### src/rtl/act_share_ctrl_if.sv
// Requester-side bundle for act_share_ctrl: request handshake with operand and
// function select, plus the per-lane held response handshake.
interface act_share_ctrl_if #(
  parameter int N_REQ = 4,
  parameter int FIXED = 32
);
  logic [N_REQ-1:0]       req_valid;
  logic [N_REQ-1:0]       req_ready;
  logic [N_REQ-1:0]       req_func;
  logic [N_REQ*FIXED-1:0] req_data;
  logic [N_REQ-1:0]       rsp_valid;
  logic [N_REQ-1:0]       rsp_ready;
  logic [N_REQ*FIXED-1:0] rsp_data;

  // Requesters drive operands and accept results.
  modport master (
    output req_valid, req_func, req_data, rsp_ready,
    input  req_ready, rsp_valid, rsp_data
  );

  // The controller grants requests and holds results.
  modport slave (
    input  req_valid, req_func, req_data, rsp_ready,
    output req_ready, rsp_valid, rsp_data
  );
endinterface

### src/rtl/act_share_ctrl.sv
// Round-robin sharing of one pipelined Q16.16 tanh unit between N_REQ lanes.
// Sigmoid reuses the unit as (tanh(x/2)+1)/2: halve on issue, halve and add
// 0.5 on return. A tag pipe matched to the unit latency steers each result
// back into its owner's response register, where it is held until accepted.
module act_share_ctrl #(
  parameter int N_REQ = 4,
  parameter int FIXED = 32,
  parameter int LAT   = 2
) (
  input  logic             clk,
  input  logic             rst_n,
  act_share_ctrl_if.slave  req,
  output logic             act_valid,
  output logic [FIXED-1:0] act_x,
  input  logic [FIXED-1:0] act_res,
  output logic             idle
);

  localparam int IW = (N_REQ > 1) ? $clog2(N_REQ) : 1;
  localparam logic [IW:0] NREQ_W = (IW+1)'(N_REQ);
  localparam logic [FIXED-1:0] HALF = {{(FIXED-1){1'b0}}, 1'b1} << (FIXED/2 - 1);

  logic [N_REQ-1:0]       busy;
  logic [IW-1:0]          rr_ptr;
  logic [N_REQ-1:0]       elig;
  logic [N_REQ-1:0]       grant;
  logic                   grant_any;
  logic [IW-1:0]          grant_idx;
  logic [IW:0]            scan;
  logic [FIXED-1:0]       sel_x;
  logic                   sel_func;
  logic [LAT:0]           tag_v;
  logic [IW-1:0]          tag_lane [0:LAT];
  logic [LAT:0]           tag_func;
  logic [FIXED-1:0]       ret_data;
  logic [N_REQ-1:0]       rsp_valid_q;
  logic [N_REQ*FIXED-1:0] rsp_data_q;
  logic [N_REQ-1:0]       rsp_hs;

  assign elig          = req.req_valid & ~busy;
  assign rsp_hs        = rsp_valid_q & req.rsp_ready;
  assign req.req_ready = grant & {N_REQ{rst_n}};
  assign req.rsp_valid = rsp_valid_q;
  assign req.rsp_data  = rsp_data_q;

  // Pick the first eligible lane at or after rr_ptr, wrapping around.
  always_comb begin
    grant     = '0;
    grant_any = 1'b0;
    grant_idx = '0;
    scan      = '0;
    for (int k = 0; k < N_REQ; k++) begin
      scan = {1'b0, rr_ptr} + (IW+1)'(k);
      if (scan >= NREQ_W) scan = scan - NREQ_W;
      if (!grant_any && elig[scan[IW-1:0]]) begin
        grant_any               = 1'b1;
        grant_idx               = scan[IW-1:0];
        grant[scan[IW-1:0]]     = 1'b1;
      end
    end
  end

  // Route the granted lane's operand and function select toward the issue stage.
  always_comb begin
    sel_x    = '0;
    sel_func = 1'b0;
    for (int i = 0; i < N_REQ; i++) begin
      if (grant_idx == IW'(i)) begin
        sel_x    = req.req_data[i*FIXED +: FIXED];
        sel_func = req.req_func[i];
      end
    end
  end

  // Lane occupancy and the round-robin pointer advance past each grant.
  always_ff @(posedge clk or negedge rst_n) begin
    if (!rst_n) begin
      busy   <= '0;
      rr_ptr <= '0;
    end else begin
      busy <= (busy | grant) & ~rsp_hs;
      if (grant_any)
        rr_ptr <= (grant_idx == IW'(N_REQ-1)) ? '0 : grant_idx + 1'b1;
    end
  end

  // Issue register: sigmoid operands are halved before entering the unit.
  always_ff @(posedge clk or negedge rst_n) begin
    if (!rst_n) begin
      act_valid <= 1'b0;
      act_x     <= '0;
    end else begin
      act_valid <= grant_any;
      if (grant_any)
        act_x <= sel_func ? {sel_x[FIXED-1], sel_x[FIXED-1:1]} : sel_x;
    end
  end

  // Tag pipe: one stage more than the unit latency so the tag exits with act_res.
  always_ff @(posedge clk or negedge rst_n) begin
    if (!rst_n) begin
      tag_v    <= '0;
      tag_func <= '0;
      for (int i = 0; i <= LAT; i++) tag_lane[i] <= '0;
    end else begin
      tag_v       <= {tag_v[LAT-1:0], grant_any};
      tag_func    <= {tag_func[LAT-1:0], sel_func};
      tag_lane[0] <= grant_idx;
      for (int i = 1; i <= LAT; i++) tag_lane[i] <= tag_lane[i-1];
    end
  end

  // Sigmoid post-step: halve the tanh result and add 0.5, wrapping.
  always_comb begin
    ret_data = act_res;
    if (tag_func[LAT])
      ret_data = {act_res[FIXED-1], act_res[FIXED-1:1]} + HALF;
  end

  // Per-lane response registers hold their result until the lane accepts it.
  always_ff @(posedge clk or negedge rst_n) begin
    if (!rst_n) begin
      rsp_valid_q <= '0;
      rsp_data_q  <= '0;
    end else begin
      for (int i = 0; i < N_REQ; i++) begin
        if (tag_v[LAT] && tag_lane[LAT] == IW'(i)) begin
          rsp_valid_q[i]              <= 1'b1;
          rsp_data_q[i*FIXED +: FIXED] <= ret_data;
        end else if (rsp_hs[i]) begin
          rsp_valid_q[i] <= 1'b0;
        end
      end
    end
  end

  // Idle reflects the previous cycle's occupancy and tag pipe contents.
  always_ff @(posedge clk or negedge rst_n) begin
    if (!rst_n)
      idle <= 1'b1;
    else
      idle <= ~|busy && ~|tag_v;
  end

endmodule

### src/flat_wrapper.sv
// flat-port wrapper written by rule: the top's interface ports become plain ports
module act_share_ctrl_flat 
#(
  parameter int N_REQ = 4,
  parameter int FIXED = 32,
  parameter int LAT   = 2
)
  (clk, rst_n, act_valid, act_x, act_res, idle, req_req_valid, req_req_func, req_req_data, req_rsp_ready, req_req_ready, req_rsp_valid, req_rsp_data);
  act_share_ctrl_if #(.N_REQ(N_REQ), .FIXED(FIXED)) req_i ();
  input  logic clk;
  input  logic rst_n;
  output logic act_valid;
  output logic [FIXED-1:0] act_x;
  input  logic [FIXED-1:0] act_res;
  output logic idle;
  input wire logic [$bits(req_i.req_valid)-1:0] req_req_valid;
  input wire logic [$bits(req_i.req_func)-1:0] req_req_func;
  input wire logic [$bits(req_i.req_data)-1:0] req_req_data;
  input wire logic [$bits(req_i.rsp_ready)-1:0] req_rsp_ready;
  output wire logic [$bits(req_i.req_ready)-1:0] req_req_ready;
  output wire logic [$bits(req_i.rsp_valid)-1:0] req_rsp_valid;
  output wire logic [$bits(req_i.rsp_data)-1:0] req_rsp_data;
  assign req_i.req_valid = req_req_valid;
  assign req_i.req_func = req_req_func;
  assign req_i.req_data = req_req_data;
  assign req_i.rsp_ready = req_rsp_ready;
  assign req_req_ready = req_i.req_ready;
  assign req_rsp_valid = req_i.rsp_valid;
  assign req_rsp_data = req_i.rsp_data;
  act_share_ctrl #(.N_REQ(N_REQ), .FIXED(FIXED), .LAT(LAT)) u_core (.clk(clk), .rst_n(rst_n), .req(req_i), .act_valid(act_valid), .act_x(act_x), .act_res(act_res), .idle(idle));
endmodule
### config.mk
export PLATFORM = sky130hd
export DESIGN_NAME = act_share_ctrl_flat
export DESIGN_NICKNAME = d
export VERILOG_FILES = /design/src/rtl/act_share_ctrl_if.sv /design/src/rtl/act_share_ctrl.sv /design/src/flat_wrapper.sv
export SDC_FILE = /design/constraint.sdc
export NUM_CORES = 1
export LEC_CHECK = 0
export CAP_MARGIN = 20
export CORE_ASPECT_RATIO = 0.5
export CORE_MARGIN = 2
export CORE_UTILIZATION = 48
export CTS_CLUSTER_DIAMETER = 200
export DETAILED_ROUTE_END_ITERATION = 6
export GPL_ROUTABILITY_DRIVEN = 0
export GPL_TIMING_DRIVEN = 0
export PLACE_DENSITY_LB_ADDON = 0.15
export SYNTH_ARGS = -nofsm -noshare
export SYNTH_HDL_FRONTEND = slang
export SYNTH_SLANG_ARGS = --single-unit
### constraint.sdc
create_clock -name clk -period 9.3 [get_ports clk]
set_clock_uncertainty 0.15 [all_clocks]
set_input_delay 0.93 -clock clk [delete_from_list [all_inputs] [get_ports clk]]
set_output_delay 0.93 -clock clk [all_outputs]
set_load 0.01 [all_outputs]
==> metrics list <==
- In this run the number of H-tree levels came out at 4.
- The worst setup path is launched from a register.
* Top Ports: ~340
- Net count, final: around 1,400
* Number of vias in the routed layout: between 8,000 and 9,000
- Actual slew at the worst max-slew pin: about 830 ps
- The final count of pins violating max slew is 0.
- In this run the core area contains 35 standard-cell rows.
- Arrival time reported for the critical path endpoint: about 6000 ps
* Data required, critical path: approximately 9500 ps
- Leaving out fill and tap cells, the most frequent cell in the layout is sky130_fd_sc_hd__clkdlybuf4s50_1.
- In the global route stage, overall resource usage came out at 0.293.
- TritonCTS Buffers: 17
- Die Y-Extent: roughly 100 um
- Initial Utilization: 0.487
- Timing would allow up to roughly 180 MHz.
- Nature of the critical path endpoint: register
- Once layout is done, the placed cells without fillers occupy between 10,000 and 15,000 um^2.
- Measured on the finished design, the core utilization comes to 0.724.
* Mapped Avg Cell Area: just under 10 um^2
- Largest fanout on the critical path: 10
- The die is around 200 um wide.
- Largest buffer count on any clock path: 2
* Number of nets with antenna violations after detailed routing: 0
- The cell area that synthesis handed to floorplanning was 8920 um^2.
* Syn nets: between 1,000 and 1,500
- Post-CTS setup buffer count: 0
- Total of hold buffers inserted after clock tree synthesis: 0
* Ratio of cells with drive above 1 in the final layout: 0.0729
- Class of the tightest hold or removal check: register to register
- Worst-skew pair later-pin latency: ~440 ps
* Standby leakage power: about 5.5 nW
- For this run, design rule violations remaining after detail routing come to 0.
* Unrepaired setup endpoints after global routing: false
* Antenna diode instance count: 0
- Portion of the clock cycle consumed by the worst path in the final layout: 0.608
- In the layout the commonest cells are sky130_fd_sc_hd__clkdlybuf4s50_1, sky130_fd_sc_hd__dfrtp_1, sky130_fd_sc_hd__nand2_1, sky130_fd_sc_hd__o21ai_0, sky130_fd_sc_hd__clkbuf_1.
* Register bit total from synthesis: 183
* EDFF count, synth: 0
- The final-report hold violation count was 0.
* Share of the synthesized area in the top cell type: 0.511
- TritonCTS built the clock tree.
- Using the TritonRoute via totals, the vias-per-cell ratio works out to 5.66.
- Synth top area cells: sky130_fd_sc_hd__dfrtp_1, sky130_fd_sc_hd__o21ai_0, sky130_fd_sc_hd__nand2_1
- The number of antenna violations at the first check in global routing was 0.
* HPWL after detailed placement: roughly 22,000 um
* Total placed instance area: about 13,000 um^2
- The flow ran to the end, and the final reports show no timing, DRC or antenna violations.
- Clock Pin Slew Worst Setup and Hold Paths: approximately 80 ps
- In this run the power density over the cells is just over 500 nW/um^2.
* Area growth from synthesis to final layout: 48.7%
* Warnings, synthesis: 0
- The routed design could run at a clock period as short as approximately 5700 ps.
* First-pass GRT wire length: roughly 45,000 um
* Maximum number of pins on one net before global-route repair: about 120
- Gate count after technology mapping: 900
- Yosys mapped the design onto 58 distinct sky130hd cell types.
- Fraction of synthesis flops using an asynchronous set or reset pin: 1.00
* Detailed-routing iteration count for the pre-antenna-repair pass: 5
- Post-synthesis sequential area ratio: 0.514
* Port Buffer Count: around 340
* Detailed router's first-iteration violation count: around 460
- Full die area: approximately 20,000 um^2
- The tool flagged a number of max-cap violations equal to 0.
* Cell type with the highest aggregate area in the netlist: sky130_fd_sc_hd__dfrtp_1
* Highest ir drop seen on vdd: between 300 and 400 uV
- Slack of the worst reg-to-reg path: 3640 ps
* Resize count post-CTS: 0
* Root Driver: sky130_fd_sc_hd__clkbuf_16
- The worst pin sits at a relative slew slack of 0.449.
- The most used flip-flop cell after synthesis is sky130_fd_sc_hd__dfrtp_1.
- The total overflow left after global routing is 0.
- Vias in the first global route: roughly 8,500
* Setup Viol. Count Final: 0
- The clock drives around 180 sinks.
- Core Region: between 15,000 and 20,000 um^2
- Total wirelength of the detailed-routed design: between 20,000 and 30,000 um
- The setup path with the least slack is of type register to register.
* Detail-routed net length per standard cell: approximately 19 um
[cells in the mapped netlist, drive strengths merged (3+ instances only)]
cell and instances:
o31ai 3, o21a 32, a221o 31, nand2 142, inv 9, nor3 5, a2bb2oi 5, nor2 45
o311ai 5, nand2b 5, or4 4, nand4 3, buf 12, a22oi 32, dfrtp 182, mux2i 22
clkbuf 58, ha 11, mux2 35, mux4 5, a21oi 57, nand3 10, and2 4, o21ai 137
nor2b 5, nor4 6
[sequential cells by signal, indices dropped and copies added (netlist names)]
register,flops
u_core.busy,4
u_core.tag_func,3
u_core.req.rsp_data,128
u_core.idle,1
u_core.tag_v,3
u_core.rr_ptr,2
u_core.tag_lane,6
u_core.req.rsp_valid,4
u_core.act_x,32
[kinds of logic (layout without fill, tap and decap cells)]
| logic type | Yosys count | count (layout) | synth area share |
|---|---|---|---|
| AND/OR/NAND/NOR | 243 | 243 | 0.120 |
| flip-flops | 183 | 183 | 0.514 |
| AO/OA/AOI/OAI | 318 | 318 | 0.227 |
| multiplexers | 62 | 62 | 0.0819 |
| XOR/XNOR | 2 | 2 | 0.00196 |
| buffers and inverters | 81 | 456 | 0.0391 |
| adder cells (fa/ha/maj) | 11 | 11 | 0.0154 |
[worst max-delay path, cell delays in order, from the launching register on]
cell and delay, ps:
sky130_fd_sc_hd__dfrtp_1 490, sky130_fd_sc_hd__buf_4 250, sky130_fd_sc_hd__buf_1 370, sky130_fd_sc_hd__inv_1 180, sky130_fd_sc_hd__ha_1 370, sky130_fd_sc_hd__buf_2 250, sky130_fd_sc_hd__mux4_2 340, sky130_fd_sc_hd__buf_2 200
sky130_fd_sc_hd__nand2b_1 240, sky130_fd_sc_hd__a21oi_1 180, sky130_fd_sc_hd__or4_1 220, sky130_fd_sc_hd__ha_1 170, sky130_fd_sc_hd__clkbuf_1 290, sky130_fd_sc_hd__clkinv_1 280, sky130_fd_sc_hd__o21a_1 180, sky130_fd_sc_hd__a22oi_1 370
sky130_fd_sc_hd__clkbuf_1 510, sky130_fd_sc_hd__mux2_2 400, sky130_fd_sc_hd__a21oi_1 150
[path summary, 6_finish.rpt]
path	startpoint	end	cells past startpoint
min in group asynchronous	rst_n	u_core.req.rsp_data[7]$_DFFE_PN0P_	1
setup / recovery	u_core.rr_ptr[0]$_DFFE_PN0P_	u_core.act_x[18]$_DFFE_PN0P_	18
hold / removal	u_core.tag_func[1]$_DFF_PN0_	u_core.tag_func[2]$_DFF_PN0_	0
hold reg to reg	u_core.tag_func[1]$_DFF_PN0_	u_core.tag_func[2]$_DFF_PN0_	0
max in group asynchronous	rst_n	u_core.tag_lane[0]$_DFF_PN0_	2
setup reg to reg	u_core.rr_ptr[0]$_DFFE_PN0P_	u_core.act_x[18]$_DFFE_PN0P_	18
[per-stage QoR]
step                setup WS, ps  std cells  hold WS (ps)  setup TNS, ps  power (mW)
global route                3110       1515           211              0        7.25
CTS                         3710       1515           202              0        6.75
floorplan                   4680        900           181              0        4.38
global placement            -253       1481           185         -29120        5.87
finish                      3640       1515           201              0        6.75
detailed placement          3610       1483           185              0        6.00
[routing by layer]
layer / share of wire / GRT usage / vias to the layer above
met5: 0 / 0 / -
met4: 0.027 / 0.102 / 0
met3: 0.078 / 0.0659 / 56
met2: 0.49 / 0.504 / 360
met1: 0.40 / 0.371 / 4170
li1: - / - / 3984
[report_power, final]
part	total, mW	switching [mW]	internal [mW]
Combinational	4.54	2.31	2.23
Clock	0.723	0.355	0.368
Sequential	1.49	0.246	1.24
Total	6.75	2.91	3.84
[layout make-up]
cell class                      instances  area (um^2)
Multi-Input combinational cell        636         3990
Inverter                               11         41.3
Sequential cell                       183         4580
Tap cell                              240          300
Clock inverter                         14          151
Timing Repair Buffer                  343         3450
Fill cell                            1363         5050
Buffer                                 70          308
Clock buffer                           18          439
(Power assumes the default switching activity.)
